--- src/rtl/ebm_pkg.sv ---
// Shared types and constants for the energy billing meter pulse counter.
package ebm_pkg;

    // Snapshot publish state: StIdle waits for a request, StHold presents it.
    typedef enum logic [0:0] {
        StIdle,
        StHold
    } pub_state_e;

    localparam int unsigned UNITS_W             = 13;
    localparam int unsigned UNITS_MAX           = 8191;
    localparam int unsigned PULSES_PER_UNIT_DEF = 10;
    localparam int unsigned DEBOUNCE_CYCLES_DEF = 4;

endpackage

--- src/rtl/meter_pulse_counter_if.sv ---
// Snapshot request/publish handshake between the counter and the billing machine.
interface meter_pulse_counter_if;
    import ebm_pkg::*;

    logic               snap_req;
    logic [UNITS_W-1:0] units_today;
    logic               units_valid;
    logic               units_ready;

    // master: the counter publishing snapshots; slave: the consumer.
    modport master (
        input  snap_req,
        input  units_ready,
        output units_today,
        output units_valid
    );

    modport slave (
        output snap_req,
        output units_ready,
        input  units_today,
        input  units_valid
    );

endinterface

--- src/rtl/pulse_debouncer.sv ---
// Synchronizes and debounces the raw meter line and emits a one-cycle strobe
// per accepted rising edge.
module pulse_debouncer
    import ebm_pkg::*;
#(
    parameter int unsigned DebounceCycles = DEBOUNCE_CYCLES_DEF
) (
    input  logic clk,
    input  logic rst_n,
    input  logic pulse_in,
    output logic pulse_stb_o
);

    localparam int unsigned   CntW    = 4;
    localparam logic [CntW-1:0] CntLast = CntW'(DebounceCycles - 1);

    logic [1:0]      sync_q;
    logic [1:0]      vld_q;
    logic            synced;
    logic            level_q, level_d;
    logic [CntW-1:0] diff_q, diff_d;
    logic [CntW-1:0] arm_cnt_q, arm_cnt_d;
    logic            armed_q, armed_d;
    logic            stb_q, stb_d;

    assign synced      = sync_q[1];
    assign pulse_stb_o = stb_q;

    // Two-flop synchronizer; vld_q marks when sync_q[1] holds a real sample.
    always_ff @(posedge clk or negedge rst_n) begin
        if (!rst_n) begin
            sync_q <= '0;
            vld_q  <= '0;
        end else begin
            sync_q <= {sync_q[0], pulse_in};
            vld_q  <= {vld_q[0], 1'b1};
        end
    end

    // Debounce, arm and rising-edge detect next-state logic.
    always_comb begin
        level_d   = level_q;
        diff_d    = '0;
        arm_cnt_d = arm_cnt_q;
        armed_d   = armed_q;
        stb_d     = 1'b0;

        if (synced != level_q) begin
            if (diff_q == CntLast) begin
                level_d = synced;
                stb_d   = synced & armed_q;
            end else begin
                diff_d = diff_q + 1'b1;
            end
        end

        // A line already high at reset release must show a debounced low
        // before any rising edge may count.
        if (!armed_q && vld_q[1]) begin
            if (synced) begin
                arm_cnt_d = '0;
            end else if (arm_cnt_q == CntLast) begin
                armed_d = 1'b1;
            end else begin
                arm_cnt_d = arm_cnt_q + 1'b1;
            end
        end
    end

    // Debounce state registers.
    always_ff @(posedge clk or negedge rst_n) begin
        if (!rst_n) begin
            level_q   <= 1'b0;
            diff_q    <= '0;
            arm_cnt_q <= '0;
            armed_q   <= 1'b0;
            stb_q     <= 1'b0;
        end else begin
            level_q   <= level_d;
            diff_q    <= diff_d;
            arm_cnt_q <= arm_cnt_d;
            armed_q   <= armed_d;
            stb_q     <= stb_d;
        end
    end

endmodule

--- src/rtl/meter_pulse_counter.sv ---
// Meter pulse counter: debounced pulses are prescaled into a saturating unit
// count, published to the billing machine through a snapshot handshake.
module meter_pulse_counter
    import ebm_pkg::*;
#(
    parameter int unsigned PULSES_PER_UNIT = PULSES_PER_UNIT_DEF,
    parameter int unsigned DEBOUNCE_CYCLES = DEBOUNCE_CYCLES_DEF
) (
    input  logic                  clk,
    input  logic                  rst_n,
    input  logic                  pulse_in,
    input  logic                  clear_req,
    meter_pulse_counter_if.master snap_if,
    output logic                  overflow
);

    localparam int unsigned     PrescW    = 8;
    localparam logic [PrescW-1:0]  PrescLast = PrescW'(PULSES_PER_UNIT - 1);
    localparam logic [UNITS_W-1:0] UnitsSat  = UNITS_W'(UNITS_MAX);

    logic               pulse_stb;
    logic [PrescW-1:0]  presc_q, presc_d;
    logic [UNITS_W-1:0] units_q, units_d;
    logic               ovf_q, ovf_d;

    pub_state_e         state_q;
    logic [UNITS_W-1:0] today_q;
    logic               valid_q;

    pulse_debouncer #(
        .DebounceCycles (DEBOUNCE_CYCLES)
    ) u_deb (
        .clk         (clk),
        .rst_n       (rst_n),
        .pulse_in    (pulse_in),
        .pulse_stb_o (pulse_stb)
    );

    // Prescaler and saturating unit count; clear takes priority over a pulse.
    always_comb begin
        presc_d = presc_q;
        units_d = units_q;
        ovf_d   = ovf_q;
        if (clear_req) begin
            presc_d = '0;
            units_d = '0;
            ovf_d   = 1'b0;
        end else if (pulse_stb) begin
            if (presc_q == PrescLast) begin
                presc_d = '0;
                if (units_q == UnitsSat) begin
                    ovf_d = 1'b1;
                end else begin
                    units_d = units_q + 1'b1;
                end
            end else begin
                presc_d = presc_q + 1'b1;
            end
        end
    end

    // Running count registers.
    always_ff @(posedge clk or negedge rst_n) begin
        if (!rst_n) begin
            presc_q <= '0;
            units_q <= '0;
            ovf_q   <= 1'b0;
        end else begin
            presc_q <= presc_d;
            units_q <= units_d;
            ovf_q   <= ovf_d;
        end
    end

    // Publish FSM with registered snapshot outputs.
    always_ff @(posedge clk or negedge rst_n) begin
        if (!rst_n) begin
            state_q <= StIdle;
            today_q <= '0;
            valid_q <= 1'b0;
        end else begin
            unique case (state_q)
                StIdle: begin
                    if (snap_if.snap_req) begin
                        today_q <= units_q;
                        valid_q <= 1'b1;
                        state_q <= StHold;
                    end
                end
                StHold: begin
                    if (snap_if.units_ready) begin
                        valid_q <= 1'b0;
                        state_q <= StIdle;
                    end
                end
                default: begin
                    state_q <= StIdle;
                    valid_q <= 1'b0;
                end
            endcase
        end
    end

    assign snap_if.units_today = today_q;
    assign snap_if.units_valid = valid_q;
    assign overflow            = ovf_q;

endmodule

--- src/flat_wrapper.sv ---
// flat-port wrapper written by rule: the top's interface ports become plain ports
module meter_pulse_counter_flat import ebm_pkg::*;
#(
    parameter int unsigned PULSES_PER_UNIT = PULSES_PER_UNIT_DEF,
    parameter int unsigned DEBOUNCE_CYCLES = DEBOUNCE_CYCLES_DEF
)
  (clk, rst_n, pulse_in, clear_req, overflow, snap_if_snap_req, snap_if_units_ready, snap_if_units_today, snap_if_units_valid);
  meter_pulse_counter_if snap_if_i ();
  input  logic clk;
  input  logic rst_n;
  input  logic pulse_in;
  input  logic clear_req;
  output logic overflow;
  input wire logic [$bits(snap_if_i.snap_req)-1:0] snap_if_snap_req;
  input wire logic [$bits(snap_if_i.units_ready)-1:0] snap_if_units_ready;
  output wire logic [$bits(snap_if_i.units_today)-1:0] snap_if_units_today;
  output wire logic [$bits(snap_if_i.units_valid)-1:0] snap_if_units_valid;
  assign snap_if_i.snap_req = snap_if_snap_req;
  assign snap_if_i.units_ready = snap_if_units_ready;
  assign snap_if_units_today = snap_if_i.units_today;
  assign snap_if_units_valid = snap_if_i.units_valid;
  meter_pulse_counter #(.PULSES_PER_UNIT(PULSES_PER_UNIT), .DEBOUNCE_CYCLES(DEBOUNCE_CYCLES)) u_core (.clk(clk), .rst_n(rst_n), .pulse_in(pulse_in), .clear_req(clear_req), .snap_if(snap_if_i), .overflow(overflow));
endmodule
--- config.mk ---
export PLATFORM = sky130hd
export DESIGN_NAME = meter_pulse_counter_flat
export DESIGN_NICKNAME = d
export VERILOG_FILES = /design/src/rtl/ebm_pkg.sv /design/src/rtl/meter_pulse_counter_if.sv /design/src/rtl/pulse_debouncer.sv /design/src/rtl/meter_pulse_counter.sv /design/src/flat_wrapper.sv
export SDC_FILE = /design/constraint.sdc
export NUM_CORES = 1
export LEC_CHECK = 0
export BUFFER_PORTS_ARGS = -buffer_cell sky130_fd_sc_hd__buf_2
export CAP_MARGIN = 20
export CORE_UTILIZATION = 55
export CTS_CLUSTER_DIAMETER = 150
export DETAILED_ROUTE_END_ITERATION = 6
export PLACE_DENSITY = 0.74
export SETUP_SLACK_MARGIN = 0.15
export SLEW_MARGIN = 20
export SYNTH_ARGS = -nofsm -noshare
export SYNTH_HDL_FRONTEND = slang
export SYNTH_SLANG_ARGS = --single-unit
--- constraint.sdc ---
create_clock -name clk -period 2.35 [get_ports clk]
set_input_delay 0 -clock clk [delete_from_list [all_inputs] [get_ports clk]]
set_output_delay 0 -clock clk [all_outputs]
set_load 0.01 [all_outputs]
==> results.yml, run 1 <==
yosys:
  synth_nets: 215
  synth_edf_count: 0
  ys.flop_type: "dfrtp_1"
  ys_warn_count: 0
  ys_async_sr_fraction_pct: 100
  syn_inst: 204
  synth_cell_types: 43
  synthTopCellsByArea: "dfrtp_1, mux2_2, o31ai_2"
  ys_seq_area_share_pct: 54.3
  synth_top_area_share_pct: 54.3
  synth_top_area_cell: "dfrtp_1"
  syn_avg_cell_area_um2: 11.7
  ys_seq_elements: 52
  synth_area_um2: 2400
job:
  max_cap_viol_count: 0
min_path:
  holdPathStages: 3
  hold_start: "snap_if_snap_req"
  min_to: "u_core.snap_if.units_valid$_DFFE_PN0P_"
  min_path_type: "input pin to register"
power:
  powerDensity_nw_per_um2: 664
  leakagePower_nw: 1.25
  ir_drop_uv: 485
floorplan:
  start_util_pct: 58.6
  dieArea_um2: 4620
  die_h_um: 68.0
  core_um2: 4090
  io_pins: 21
  die_x_um: 68.0
  rows: 23
sta:
  hold_violations: 0
  post-route-period-util_pct: 83.3
  worst_slew_pin_slew_ns: 0.620
  fin_setup_tns_ns: 0
  slew-limit-headroom_pct: 58.6
  setup_ws_ns: 0.393
  post-route-min-period_ns: 1.96
  whs_ns: 0.0266
  setup_violations: 0
  fmax_mhz: 511
  finalClockSkew_ns: 0.00653
  rsz0062_at_grt: "false"
  maxSlewViolCount: 0
critical_path:
  crit_fanout: 10
  reg2regPathDepth: 4
  crit-reg2reg-launch: "u_core.presc_q[2]$_DFFE_PN0P_"
  r2r_end: "u_core.units_q[6]$_DFFE_PN0P_"
  path_cells: "nor4b_4 -> nand4_2 -> or3_1 -> o31ai_2"
  critPathMaxStageDelay_ns: 0.60
  worstSetupStartpointType: "register"
  required_ns: 2.56
  regToRegSetupSlack_ns: 0.39
  crit_path_end_kind: "register"
  critPathArrivalTime_ns: 2.17
  path_class: "register to register"
  slowest_stage: "or3_1"
global_route:
  antenna_found_initial: 0
  track_usage_pct: 22.6
  grt_max_degree: 31
  use_met3_pct: 6.50
  grt_pass1_vias: 1650
  grt_overflow: 0
  use_met1_pct: 27.6
  busiest_layer: "met2"
  grt_pass1_wl_mm: 7.62
  use_met2_pct: 39.0
placed_design:
  dp_hpwl_mm: 3.29
  place_area_um2: 2550
  io_buffers: 20
  routabilityCongestion: 0.870
  dpl_worst_slack_ns: 0.412
clock_tree:
  cts-htree-levels: 2
  cts_resized: 0
  cts-buffers-inserted: 5
  ctsHoldBuffers: 4
  cts_setup_buffers: 0
  clkTransAtPathRegs_ns: 0.09
  numClockSinks: 52
  clk_latency_ns: 0.31
  clock_path_buffers: 2
  cts_root_buf: "clkbuf_8"
  cts_tree: "yes"
detailed_routing:
  vias: 1695
  avgRoutedWirePerCell_um: 16.3
  drtAntennaViolNets: 0
  viasPerCell: 6.01
  wl_mm: 4.60
  drtIter0Drc: 109
  drc: 0
  firstDrtPassIters: 5
layout:
  final_layout_size_suffix_gt1_share_pct: 25.0
  fin_area_um2: 2680
  nFillCells: 329
  seq_area_um2: 1300
  nets: 242
  multi_input_area_um2: 1020
  area_growth_pct: 12.0
  antenna_cells: 0
status:
  status: "completed"
## synthesized netlist by cell type, types with 2 or more instances
master,number
dfrtp_1,52
mux2_2,14
nand3_1,13
nor2_1,13
inv_1,10
o311ai_1,9
o31ai_2,9
a21oi_1,7
clkbuf_1,6
nand2_1,6
o21ai_0,6
ha_1,5
nand4_1,5
and3_1,4
xor2_1,4
o22ai_1,3
or3_1,3
a21o_1,2
nand2b_1,2
nand3b_1,2
nor2b_1,2
nor3_1,2
nor3b_1,2
nor4b_1,2
o21a_1,2
xnor2_1,2
## cells by family (layout without fill, tap and decap cells)
logic type      Yosys count  in the layout  synth area share [%]
buf+inv                  18             46                  3.19
other cells               1              1                 0.157
mux                      15             15                  7.00
simple gates             62             62                  15.4
fa+ha+maj                 5              5                  2.61
flops                    52             52                  54.3
xor+xnor                  6              6                  2.19
compound gates           45             45                  15.2
## metrics by stage
stage / util, % / total power [mW] / cells
after global routing: 65.6 / 1.89 / 282
final: 65.6 / 1.78 / 282
after global placement: 62.4 / 1.26 / 270
after detailed placement: 62.4 / 1.28 / 270
after CTS: 65.6 / 1.81 / 282
after floorplan: - / 1.20 / 204
## cell type report
type	count	share of cell area (%)
multi-input combinational	134	38.0
tap	50	2.33
clock buffer	5	2.57
sequential	52	48.5
timing repair buffer	28	6.34
clock inverter	3	0.886
inverter	10	1.40
## worst max-delay path by stage
stage	start	endpoint	slack, ns	depth (start not counted)
2_1_floorplan	u_core.u_deb.arm_cnt_q[0]$_DFFE_PN0P_	u_core.u_deb.arm_cnt_q[0]$_DFFE_PN0P_	0.61	4
3_3_place_gp	u_core.presc_q[2]$_DFFE_PN0P_	u_core.units_q[5]$_DFFE_PN0P_	0.50	4
3_5_place_dp	u_core.presc_q[2]$_DFFE_PN0P_	u_core.units_q[10]$_DFFE_PN0P_	0.41	4
4_1_cts	u_core.presc_q[2]$_DFFE_PN0P_	u_core.units_q[3]$_DFFE_PN0P_	0.39	4
5_1_grt	u_core.presc_q[2]$_DFFE_PN0P_	u_core.units_q[6]$_DFFE_PN0P_	0.31	4
6_report	u_core.presc_q[2]$_DFFE_PN0P_	u_core.units_q[6]$_DFFE_PN0P_	0.39	4
## critical path, delay by kind of cell, from the launching register on
family / cells / cell delay (ns)
flip-flops: 1 / 0.46
AO/OA/AOI/OAI: 1 / 0.30
AND/OR/NAND/NOR: 3 / 1.10
## flip-flops by register name, summed over array words and instances, names as in the netlist, 2 cells and up
register,flops
u_core.u_deb.arm_cnt_q,4
u_core.u_deb.sync_q,2
u_core.u_deb.vld_q,2
u_core.snap_if.units_today,13
u_core.units_q,13
u_core.presc_q,8
u_core.u_deb.diff_q,4
## metal layers
metal / up-vias / routed length (um)
met3: 4 / 141
met2: 27 / 2360
met4: 0 / 23
li1: 807 / -
met1: 857 / 2070
met5: - / 0
## where the power goes
part           switching (mW)  leakage [nW]  internal (mW)  total, mW
Clock                   0.302        0.0404          0.211      0.513
Combinational           0.123         0.513          0.113      0.236
Sequential             0.0646         0.700          0.968       1.03
Total                   0.489          1.25           1.29       1.78
## cells in the final DEF, fill, tap and decap left out, types with 3 or more instances in the layout
master / instances
inv_1: 10
o311ai_1: 9
nand3_1: 13
buf_4: 4
o22ai_1: 3
o31ai_2: 9
and3_1: 4
a21oi_1: 7
nor2_1: 13
dfrtp_1: 52
buf_2: 20
nand4_1: 5
xor2_1: 4
dlygate4sd3_1: 4
clkbuf_8: 5
ha_1: 5
or3_1: 3
nand2_1: 6
mux2_2: 14
o21ai_0: 6
No activity file was read; power rests on OpenSTA's default activity.
==> inputs of run 2 (changes only) <==
CORE_UTILIZATION = 53   (was 55)
PLACE_DENSITY = 0.75   (was 0.74)
clock period = 1.7 ns   (was 2.35 ns; I/O delays follow)
==> run 2 against run 1 <==
Compared with the run above:
- the run now ends with negative setup slack left
- die area is 3.7% higher
- via count grew 7.6%
- largest cell class unchanged
- sequential power rose by 40%
- wire length increased by 12%
- utilization rose by 6.5 points
- setup slack got worse by 0.44 ns
- sequential cell count unchanged
==> results.yml, run 2 (synthesis results as in run 1) <==
status:
  status: "complete, but fails checks"
  violations: "negative setup slack"
floorplan:
  dieArea_um2: 4790
  die_x_um: 69.2
  die_h_um: 69.2
  rows: 24
  start_util_pct: 55.0
  core_um2: 4350
  io_pins: 21
clock_tree:
  clk_latency_ns: 0.31
  numClockSinks: 52
  cts-buffers-inserted: 5
  cts_root_buf: "clkbuf_8"
  cts-htree-levels: 2
  cts_tree: "yes"
  clock_path_buffers: 2
  clkTransAtPathRegs_ns: 0.09
critical_path:
  worstSetupStartpointType: "register"
  path_class: "register to register"
  path_cells: "nor4b_4 -> nand4_2 -> buf_4 -> o311ai_2 -> o31ai_4"
  slowest_stage: "dfrtp_1"
  reg2regPathDepth: 5
  crit_path_end_kind: "register"
  crit_start: "u_core.presc_q[6]$_DFFE_PN0P_"
  endpoint: "u_core.units_q[6]$_DFFE_PN0P_"
  critPathArrivalTime_ns: 1.94
  crit-reg2reg-launch: "u_core.presc_q[6]$_DFFE_PN0P_"
  regToRegSetupSlack_ns: -0.05
  crit_fanout: 10
  r2r_end: "u_core.units_q[6]$_DFFE_PN0P_"
  required_ns: 1.88
  critPathMaxStageDelay_ns: 0.42
sta:
  hold_violations: 0
  rsz0062_at_grt: "true"
  maxSlewViolCount: 0
  post-route-period-util_pct: 103
  setup_violations: 9
  setup_ws_ns: -0.0512
  fmax_mhz: 571
  post-route-min-period_ns: 1.75
  finalClockSkew_ns: 0.00899
  fin_setup_tns_ns: -0.223
  worst_slew_pin_slew_ns: 0.628
  slew-limit-headroom_pct: 58.1
global_route:
  grt_pass1_wl_mm: 8.51
  track_usage_pct: 22.3
  grt_overflow: 0
  grt_pass1_vias: 1838
  antenna_found_initial: 0
  grt_max_degree: 31
layout:
  final_common_cell: "dfrtp_1"
  layout_common_cells: "dfrtp_1, buf_4, buf_2"
  area_growth_pct: 31.1
  nets: 274
  antenna_cells: 0
  final_layout_size_suffix_gt1_share_pct: 40.2
  fin_area_um2: 3140
  nFillCells: 298
  seq_area_um2: 1300
  multi_input_area_um2: 1210
detailed_routing:
  drtAntennaViolNets: 0
  vias: 1824
  drtIter0Drc: 77
  wl_mm: 5.15
  avgRoutedWirePerCell_um: 16.3
  firstDrtPassIters: 4
  drc: 0
  viasPerCell: 5.77
placed_design:
  place_area_um2: 2760
  dp_hpwl_mm: 3.25
  routabilityCongestion: 0.874
  io_buffers: 20
power:
  leakagePower_nw: 1.47
  powerDensity_nw_per_um2: 806
  ir_drop_uv: 660
min_path:
  min_path_type: "input pin to register"
job:
  max_cap_viol_count: 0
run 2: timing repair:
action / CTS / global route
setup buffers: 2 / 5
hold buffers: 4 / 0
resized for setup: 16 / 17
gates cloned: 1 / 0
pin swaps: 2 / 11
endpoints found under the hold margin: 25 / 0
setup endpoints to repair: 14 / 24
run 2: power breakdown:
group / internal [mW] / switching (mW) / total [mW] / leakage, nW
sequential: 1.34 / 0.0969 / 1.44 / 0.699
combinational: 0.210 / 0.200 / 0.410 / 0.728
clock: 0.293 / 0.396 / 0.689 / 0.0414
run 2: metrics by stage:
| step | setup WS, ns | cells | utilization (%) | total power, mW | hold WS [ns] |
|---|---|---|---|---|---|
| after floorplan | -0.00519 | 204 | - | 1.66 | -0.296 |
| after global placement | 0.0483 | 296 | 63.4 | 1.76 | 0.00347 |
| after detailed placement | -0.0271 | 296 | 63.4 | 1.78 | 0.00234 |
| after CTS | 0.00268 | 311 | 69.1 | 2.49 | 0.00896 |
| after global routing | -0.137 | 316 | 72.2 | 2.67 | 0.0324 |
| final | -0.0512 | 316 | 72.2 | 2.53 | 0.0338 |
run 2: layer usage:
metal | GRT usage, % | up-vias | share of wire, %
li1 | - | 875 | -
met1 | 28.7 | 898 | 44
met2 | 37.5 | 43 | 52
met3 | 4.94 | 8 | 3.3
met4 | 7.26 | 0 | 1.4
met5 | 0 | - | 0
run 2: worst min-delay path by stage:
stage | slack (ns) | cells past startpoint | endpoint | startpoint
final | 0.03 | 2 | u_core.overflow$_DFFE_PN0P_ | clear_req
after global routing | 0.03 | 2 | u_core.overflow$_DFFE_PN0P_ | clear_req
after CTS | 0.009 | 2 | u_core.overflow$_DFFE_PN0P_ | clear_req
after detailed placement | 0.002 | 1 | u_core.snap_if.units_valid$_DFFE_PN0P_ | rst_n
after global placement | 0.003 | 1 | u_core.snap_if.units_valid$_DFFE_PN0P_ | rst_n
after floorplan | -0.30 | 0 | u_core.overflow$_DFFE_PN0P_ | rst_n
run 2: area by class of cell:
| cell class | instances | share of cell area, % |
|---|---|---|
| tap | 52 | 2.07 |
| clock buffer | 6 | 2.31 |
| inverter | 10 | 1.19 |
| sequential | 52 | 41.5 |
| multi-input combinational | 134 | 38.5 |
| clock inverter | 2 | 0.518 |
| timing repair buffer | 60 | 13.9 |
run 2: worst max-delay path: cells and delay by family (launching register included):
kind / cells / cell delay [ns]
flip-flops: 1 / 0.42
AND/OR/NAND/NOR: 2 / 0.47
buffers and inverters: 1 / 0.23
AO/OA/AOI/OAI: 2 / 0.50
